===== src/rtl/fifo_wr_arbiter.sv =====
// fifo_wr_arbiter: round-robin arbiter granting atomic write bursts from two requesters to one FIFO port
module fifo_wr_arbiter #(
    parameter int DATA_WIDTH = 8,
    parameter int CNT_WIDTH  = 5,
    parameter int MAX_BURST  = 8,
    localparam int LEN_WIDTH = $clog2(MAX_BURST) + 1
) (
    input  logic                  clk,
    input  logic                  reset,
    input  logic                  req0,
    input  logic                  req1,
    input  logic [LEN_WIDTH-1:0]  len0,
    input  logic [LEN_WIDTH-1:0]  len1,
    input  logic [DATA_WIDTH-1:0] data0,
    input  logic [DATA_WIDTH-1:0] data1,
    output logic                  gnt0,
    output logic                  gnt1,
    output logic                  take0,
    output logic                  take1,
    output logic                  done0,
    output logic                  done1,
    output logic                  fifo_wren,
    output logic [DATA_WIDTH-1:0] fifo_wrdata,
    input  logic                  fifo_wrdone,
    input  logic [CNT_WIDTH-1:0]  fifo_num_free
);
    localparam logic [1:0] IDLE  = 2'd0;
    localparam logic [1:0] WRITE = 2'd1;
    localparam logic [1:0] DONE  = 2'd2;

    logic [1:0]           state_q, state_d;
    logic [LEN_WIDTH-1:0] rem_q, rem_d;
    logic                 sel_q, sel_d;
    logic                 last_q, last_d;
    logic                 el0, el1, pick1, busy;

    assign el0   = req0 && len0 != '0 && int'(len0) <= MAX_BURST && int'(len0) <= int'(fifo_num_free);
    assign el1   = req1 && len1 != '0 && int'(len1) <= MAX_BURST && int'(len1) <= int'(fifo_num_free);
    assign pick1 = el1 && (!el0 || !last_q);
    assign busy  = state_q == WRITE || state_q == DONE;

    assign gnt0        = busy && !sel_q;
    assign gnt1        = busy && sel_q;
    assign fifo_wren   = state_q == WRITE;
    assign fifo_wrdata = fifo_wren ? (sel_q ? data1 : data0) : '0;
    assign take0       = gnt0 && fifo_wren && fifo_wrdone;
    assign take1       = gnt1 && fifo_wren && fifo_wrdone;
    assign done0       = gnt0 && state_q == DONE;
    assign done1       = gnt1 && state_q == DONE;

    // arbitrate in IDLE, count down acknowledged words in WRITE, one-cycle DONE before returning
    always_comb begin
        state_d = state_q;
        rem_d   = rem_q;
        sel_d   = sel_q;
        last_d  = last_q;
        if (state_q == IDLE) begin
            if (el0 || el1) begin
                state_d = WRITE;
                sel_d   = pick1;
                last_d  = pick1;
                rem_d   = pick1 ? len1 : len0;
            end
        end else if (state_q == WRITE) begin
            if (fifo_wrdone) begin
                rem_d   = rem_q - LEN_WIDTH'(1);
                state_d = rem_q == LEN_WIDTH'(1) ? DONE : WRITE;
            end
        end else begin
            state_d = IDLE;
        end
    end

    // state registers; pointer resets to requester 1 so requester 0 wins the first tie
    always_ff @(posedge clk or posedge reset) begin
        if (reset) begin
            state_q <= IDLE;
            rem_q   <= '0;
            sel_q   <= 1'b0;
            last_q  <= 1'b1;
        end else begin
            state_q <= state_d;
            rem_q   <= rem_d;
            sel_q   <= sel_d;
            last_q  <= last_d;
        end
    end
endmodule


===== config.mk =====
export PLATFORM = sky130hd
export DESIGN_NAME = fifo_wr_arbiter
export DESIGN_NICKNAME = d
export VERILOG_FILES = /design/src/rtl/fifo_wr_arbiter.sv
export SDC_FILE = /design/constraint.sdc
export NUM_CORES = 1
export LEC_CHECK = 0
export BUFFER_PORTS_ARGS = -buffer_cell sky130_fd_sc_hd__buf_2
export CAP_MARGIN = 20
export CELL_PAD_IN_SITES_DETAIL_PLACEMENT = 0
export CELL_PAD_IN_SITES_GLOBAL_PLACEMENT = 1
export CORE_MARGIN = 3
export CORE_UTILIZATION = 30
export CTS_CLUSTER_SIZE = 14
export DETAILED_ROUTE_END_ITERATION = 10
export PLACE_DENSITY_LB_ADDON = 0.1
export SETUP_SLACK_MARGIN = 0.4
export SYNTH_ARGS = -nofsm -noshare
export SYNTH_HDL_FRONTEND = slang
export SYNTH_SLANG_ARGS = --single-unit

===== constraint.sdc =====
create_clock -name clk -period 1.7 [get_ports clk]
set_input_delay 0.51 -clock clk [delete_from_list [all_inputs] [get_ports clk]]
set_output_delay 0.51 -clock clk [all_outputs]
set_load 0.03 [all_outputs]

==> reports/results.md, run 1 <==
## STA
• 2.05 ns — Final Critical Period
• 487 MHz — Max Clk Rate
• 74.3% — headroom to the max-slew limit
• 0.00124 ns — Worst Skew
• 0 — Hold Vio Cnt, Final
• -0.355 ns — final worst setup slack
• 121% — share of the clock period used by the worst path
• 0.383 ns — slew at the pin closest to its max-slew limit
• 23 — Final Setup Violations
• 0 — final count of pins violating max slew
• 0.200 ns — Fin Hold WS
• yes — RSZ-0062 raised after global routing
• -3.75 ns — accumulated negative setup slack

## Route
• 14.5 um — routed wire length per instance
• 0 — DRC Markers
• 4 — total iterations of the first detailed-routing run
• 0 — post-detailed-route count of antenna-violating nets
• 3510 um — routed wire length
• 4.99 — vias per inst
• 1208 — vias after detailed routing
• 33 — DRT iter0 DRCs

## Critical path
• 5 — Crit Path Max Fanout
• rem_q[3] — reg2reg end
• 2 — CP Buf/Inv Count
• compound AO/OA/AOI/OAI gates — cell class contributing the biggest share of worst-path delay
• register — kind of capture point of the worst setup path
• a311o_1 — worst-path cell with the longest stage delay
• in -> reg — Crit Path Class
• buf_8 > inv_12 > ha_4 > nor2b_1 > o211a_1 > o21a_4 > o311ai_4 > o311ai_1 > a311o_1 — CP Cell Sequence
• state_q[1] — Critical R2R Launch
• 8 — worst reg2reg path depth
• 2.19 ns — Worst EP arrival
• 0.29 ns — Slowest Stage Delay on Critical Path
• input port — Worst Setup Start Kind
• 1.84 ns — worst path required time
• 0.06 ns — worst reg2reg setup slack

## Yosys
• 166 — Synth Net Count
• 0 — Yosys warning count
• 19.0% — post-synthesis sequential area ratio
• 44 — unique cell type count in the Yosys netlist
• 8.91 um^2 — Post-Syn Area per Cell
• 0 — number of enable-type register cells in the synthesized netlist
• 8 — post-synthesis sequential element count
• 119 — Mapped Cells
• dfrtp_1 — Primary FF master, synth
• 1060 um^2 — cell area after synthesis
• 100% — share of async-settable or async-resettable flops after synthesis

## Placement
• 0.773 — placer congestion estimate
• -0.699 ns — setup slack at placement
• 2640 um — hpwl dp
• 1740 um^2 — dpl cell area
• 225 — DP Cell Count
• 48 — I/O Buffers

## Floorplan
• 20 — Site Rows
• 3200 um^2 — standard cell core area
• 65.4 um — die width
• 49 — top-level port count
• 4280 um^2 — area of the die
• 33.1% — Starting Density
• 65.4 um — Die H

## Power and ir drop
• 0.994 nW — standby leakage power
• 1300 nW/um^2 — ratio of total power to cell area
• 0.000880 V — Peak supply drop
• 2.88 mW — overall power after layout

## GRT
• 17.6% — overall track demand over capacity in global routing
• 5950 um — first-pass GRT wire length
• 0 — global route total overflow
• 1327 — number of global-route vias before repair
• 11 — largest net degree at the start of global routing
• 0 — number of antenna violations at the first check in global routing

## Clock tree
• 8 — clock sink count
• 1 — CTS HTree Levels
• 3 — TritonCTS buffer count
• clkbuf_4 — buffer cell driving the clock tree root
• yes — TritonCTS clock tree
• 2 — number of buffers on the longest clock path
• 0.06 ns — clock input transition at the sequential cells of the worst setup and hold paths
• 0 — number of buffers added to fix hold violations after cts
• 0.25 ns — Clock Latency Late Sink

## Outcome
• setup timing — failing checks
• finished, violations left — status

## Layout
• 2210 um^2 — post-route design area
• 242 — final cell count without fillers
• 69.0% — post-route core utilization
• 109% — area delta synth->final
• 69.7% — layout cell share with drive strength beyond 1
• 246 — nets@finish
• 262 — number of filler instances in the final layout
• 0 — antenna diode instance count

## Hold path
• in -> async — min-delay worst type

## Run
• 0 — number of maximum-capacitance constraint violations

## worst max-delay path by stage
| stage | from | to | slack [ns] | depth (start not counted) |
|---|---|---|---|---|
| 2_1_floorplan | fifo_num_free[3] | rem_q[1] | -0.40 | 8 |
| 3_3_place_gp | fifo_num_free[1] | rem_q[3] | -0.70 | 9 |
| 3_5_place_dp | fifo_num_free[2] | rem_q[1] | -0.70 | 9 |
| 4_1_cts | fifo_num_free[1] | rem_q[0] | -0.32 | 9 |
| 5_1_grt | fifo_num_free[2] | rem_q[0] | -0.40 | 9 |
| 6_report | fifo_num_free[1] | rem_q[3] | -0.35 | 9 |
## cell type report
| class | count | area [um^2] | share of cell area [%] |
|---|---|---|---|
| clock buffers | 4 | 26.3 | 1.19 |
| flip-flops and latches | 8 | 203 | 9.17 |
| inverters | 13 | 86.3 | 3.91 |
| multi-input cells | 94 | 1170 | 52.8 |
| repair buffers | 79 | 672 | 30.4 |
| well taps | 44 | 55.1 | 2.49 |
## sequential cells by signal, indices dropped and copies added, names as in the netlist
name	flops
rem_q	4
state_q	2
last_q	1
sel_q	1
## repair_timing
action | 4_1_cts | 5_1_grt
setup buffers | 9 | 3
gates resized for setup | 70 | 5
pin swaps | 15 | 13
gates cloned | 0 | 1
hold endpoints to repair | 0 | 0
setup endpoints to repair | 23 | 23
## cells in the mapped netlist, drive strengths merged (2+ instances only)
cell,instances,area (um^2)
ha,13,163
inv,13,48.8
nor2b,11,68.8
mux2i,9,90.1
dfrtp,7,175
nand2,7,28.8
and3,5,36.3
nor2,5,18.8
clkbuf,4,15.0
o21ai,4,20.0
a21o,3,22.5
nand3,3,15.0
nor3,3,20.0
a31oi,2,12.5
a41oi,2,17.5
nor3b,2,20.0
o2111ai,2,35.0
o311ai,2,17.5
o31ai,2,20.0
xnor2,2,17.5
## cell families after synthesis
logic type,after synthesis,share of synthesized area [%]
multiplexers,10,9.56
buffers and inverters,17,6.02
flip-flops,8,19.0
adder cells (fa/ha/maj),13,15.3
AO/OA/AOI/OAI,29,26.2
AND/OR/NAND/NOR,40,22.2
XOR/XNOR,2,1.65
## metal layers
layer	GRT usage (%)	wire length (um)	vias to the layer above
met5	0	0	-
met4	4.40	25	0
met3	1.54	135	4
met2	32.4	1880	27
met1	21.7	1470	570
li1	-	-	607
## layout by cell type, fill, tap and decap left out, types with 2 or more instances in the layout
cell / instances
a21o_1: 2
a31oi_1: 2
a41oi_2: 2
and3_1: 2
and3_4: 3
buf_12: 2
buf_2: 26
buf_4: 26
buf_6: 21
buf_8: 3
clkbuf_4: 3
dfrtp_1: 6
ha_1: 7
ha_4: 6
inv_1: 8
inv_12: 3
inv_2: 2
mux2i_4: 8
nand2_1: 4
nand2_4: 2
nand3_1: 3
nor2_1: 2
nor2_4: 2
nor2b_1: 2
nor2b_4: 9
nor3_1: 2
o21ai_0: 4
xnor2_1: 2
## report_power, final
group	leakage (nW)	internal, mW	total, mW	switching (mW)
clock network	0.0150	0.0901	0.160	0.0696
registers	0.0933	0.290	0.400	0.110
logic	0.886	1.27	2.32	1.05
total	0.994	1.65	2.88	1.23
## worst reg2reg max path, delay by kind of cell, from the launching register on
family | cells | cell delay [ns]
and+or+nand+nor | 1 | 0.13
adders and majority gates | 1 | 0.17
AOI/OAI and AO/OA | 2 | 0.41
buffers and inverters | 4 | 0.44
DFF | 1 | 0.38
No activity file was read; power rests on OpenSTA's default activity.
==> inputs of run 2 (changes only) <==
- GPL_ROUTABILITY_DRIVEN: unset -> 0
- SKIP_CTS_REPAIR_TIMING: unset -> 1
==> run 2 against run 1 <==
The flow still finishes with violations (setup timing). Via count shrank 1.4%. Core utilization shrank 2.8 points. Maximum frequency grew 1.2%. Die area is the same. Sequential power shrank 2%. Global-route usage shrank 2.7 points. Final cell count shrank 2.5%. Routed wire length shrank 2.3%. Worst setup slack gained 0.024 ns. Count of clock-buffer cells in the layout is the same. Largest cell class unchanged. Highest routed layer unchanged.
==> reports/results.md, run 2 (synthesized netlist as in run 1, its figures left out) <==
## GRT
• 1170 — number of global-route vias before repair
• 15 — largest net degree at the start of global routing
• 0 — global route total overflow
• 14.9% — overall track demand over capacity in global routing
• 5120 um — first-pass GRT wire length
• 0 — number of antenna violations at the first check in global routing

## Clock tree
• 0.06 ns — clock input transition at the sequential cells of the worst setup and hold paths
• clkbuf_4 — buffer cell driving the clock tree root
• 2 — number of buffers on the longest clock path
• 8 — clock sink count
• 1 — CTS HTree Levels
• yes — TritonCTS clock tree
• 3 — TritonCTS buffer count
• 0.26 ns — Clock Latency Late Sink

## Power and ir drop
• 1290 nW/um^2 — ratio of total power to cell area
• 79.9% — power share of the combinational group
• 43.6% — switching power as a share of total power
• 5.8% — part of the total power dissipated in the clock network
• 1.55 mW — Int Pwr
• 0.954 nW — standby leakage power
• 14.3% — sequential share of power
• 0.000652 V — Peak supply drop
• 1.19 mW — P_sw

## Critical path
• 6 — Crit Path Max Fanout
• 2.17 ns — Worst EP arrival
• fifo_num_free[2] — Critical Path Start
• in -> reg — Crit Path Class
• compound AO/OA/AOI/OAI gates — cell class contributing the biggest share of worst-path delay
• register — kind of capture point of the worst setup path
• 0.39 ns — Slowest Stage Delay on Critical Path
• input port — Worst Setup Start Kind
• buf_8 > inv_12 > ha_4 > a21o_1 > a221oi_4 > o2111ai_4 > nor4b_4 > or2_1 > a2bb2oi_2 — CP Cell Sequence
• state_q[0] — Critical R2R Launch
• 1.84 ns — worst path required time
• a221oi_4 — worst-path cell with the longest stage delay
• 2 — CP Buf/Inv Count

## Outcome
• setup timing — failing checks
• finished, violations left — status

## Placement
• -0.699 ns — setup slack at placement
• 48 — I/O Buffers
• 225 — DP Cell Count
• 1740 um^2 — dpl cell area
• 2640 um — hpwl dp

## STA
• 0 — final count of pins violating max slew
• 492 MHz — Max Clk Rate
• 22 — Final Setup Violations
• yes — RSZ-0062 raised after global routing
• 2.03 ns — Final Critical Period
• -0.331 ns — final worst setup slack
• 119% — share of the clock period used by the worst path
• -3.49 ns — accumulated negative setup slack
• 0.00503 ns — Worst Skew
• 72.5% — headroom to the max-slew limit
• 0.409 ns — slew at the pin closest to its max-slew limit
• 0 — Hold Vio Cnt, Final

## Layout
• buf_2 — most common cell after layout, fill and taps aside
• rem_q x4, state_q x2 — largest registers
• 236 — final cell count without fillers
• 240 — nets@finish
• 4 — Largest register FFs
• 0 — antenna diode instance count
• 69.3% — layout cell share with drive strength beyond 1
• 2120 um^2 — post-route design area
• 28 x buf_2, 21 x buf_4, 19 x buf_6 — commonest non-fill, non-tap cells in the layout
• 100% — area delta synth->final
• rem_q — Most flops, register

## Route
• 0 — DRC Markers
• 0 — post-detailed-route count of antenna-violating nets
• 57 — DRT iter0 DRCs
• 14.5 um — routed wire length per instance
• 5.05 — vias per inst
• 3430 um — routed wire length
• 2 — total iterations of the first detailed-routing run
• 1191 — vias after detailed routing

## Floorplan
• 33.1% — Starting Density
• 65.4 um — Die H
• 3200 um^2 — standard cell core area
• 65.4 um — die width
• 4280 um^2 — area of the die
• 20 — Site Rows
• 49 — top-level port count

## Hold path
• in -> async — min-delay worst type

## Run
• 0 — number of maximum-capacitance constraint violations

## run 2: worst register-to-register path, stage by stage (launching register included)
cell and delay, ns:
dfrtp_1 0.43, inv_2 0.10, ha_4 0.18, inv_1 0.13, nor3_4 0.29, nor2_2 0.08, a311o_1 0.36
## run 2: power by group through the flow
stage          clock network [mW]  registers (mW)  logic [mW]
2_1_floorplan                   0           0.352        1.28
3_3_place_gp                    0           0.382        1.63
3_5_place_dp                    0           0.381        1.65
4_1_cts                     0.161           0.381        1.66
5_1_grt                     0.179           0.406        2.35
6_report                    0.159           0.393        2.19
## run 2: final cells by class
type	instances	area (um^2)
Multi-Input combinational cell	94	1150
Tap cell	44	55.1
Clock buffer	4	26.3
Fill cell	275	1080
Sequential cell	8	203
Timing Repair Buffer	73	602
Inverter	13	86.3
## run 2: final timing paths
check	endpoint	depth (start not counted)	slack (ns)
hold reg to reg	rem_q[1]	1	0.50
min in group clk	rem_q[1]	1	0.50
setup / recovery	rem_q[2]	9	-0.33
setup reg to reg	rem_q[3]	6	0.02
max in group asynchronous	last_q	2	1.20
hold / removal	rem_q[3]	2	0.20
## run 2: layer usage
layer  track usage (%)  wire, um  up-vias
met5                 0         0        -
met4              4.66        42        0
met1              18.5      1470      570
li1                  -         -      588
met3              1.88       123        6
met2              26.4      1790       27
## run 2: per-stage QoR
stage | util (%) | hold WS (ns) | power [mW]
floorplan | - | 0.325 | 1.63
CTS | 55.2 | 0.204 | 2.21
finish | 66.2 | 0.196 | 2.74
detailed placement | 54.4 | 0.477 | 2.04
global route | 66.2 | 0.212 | 2.94
global placement | 54.4 | 0.470 | 2.01
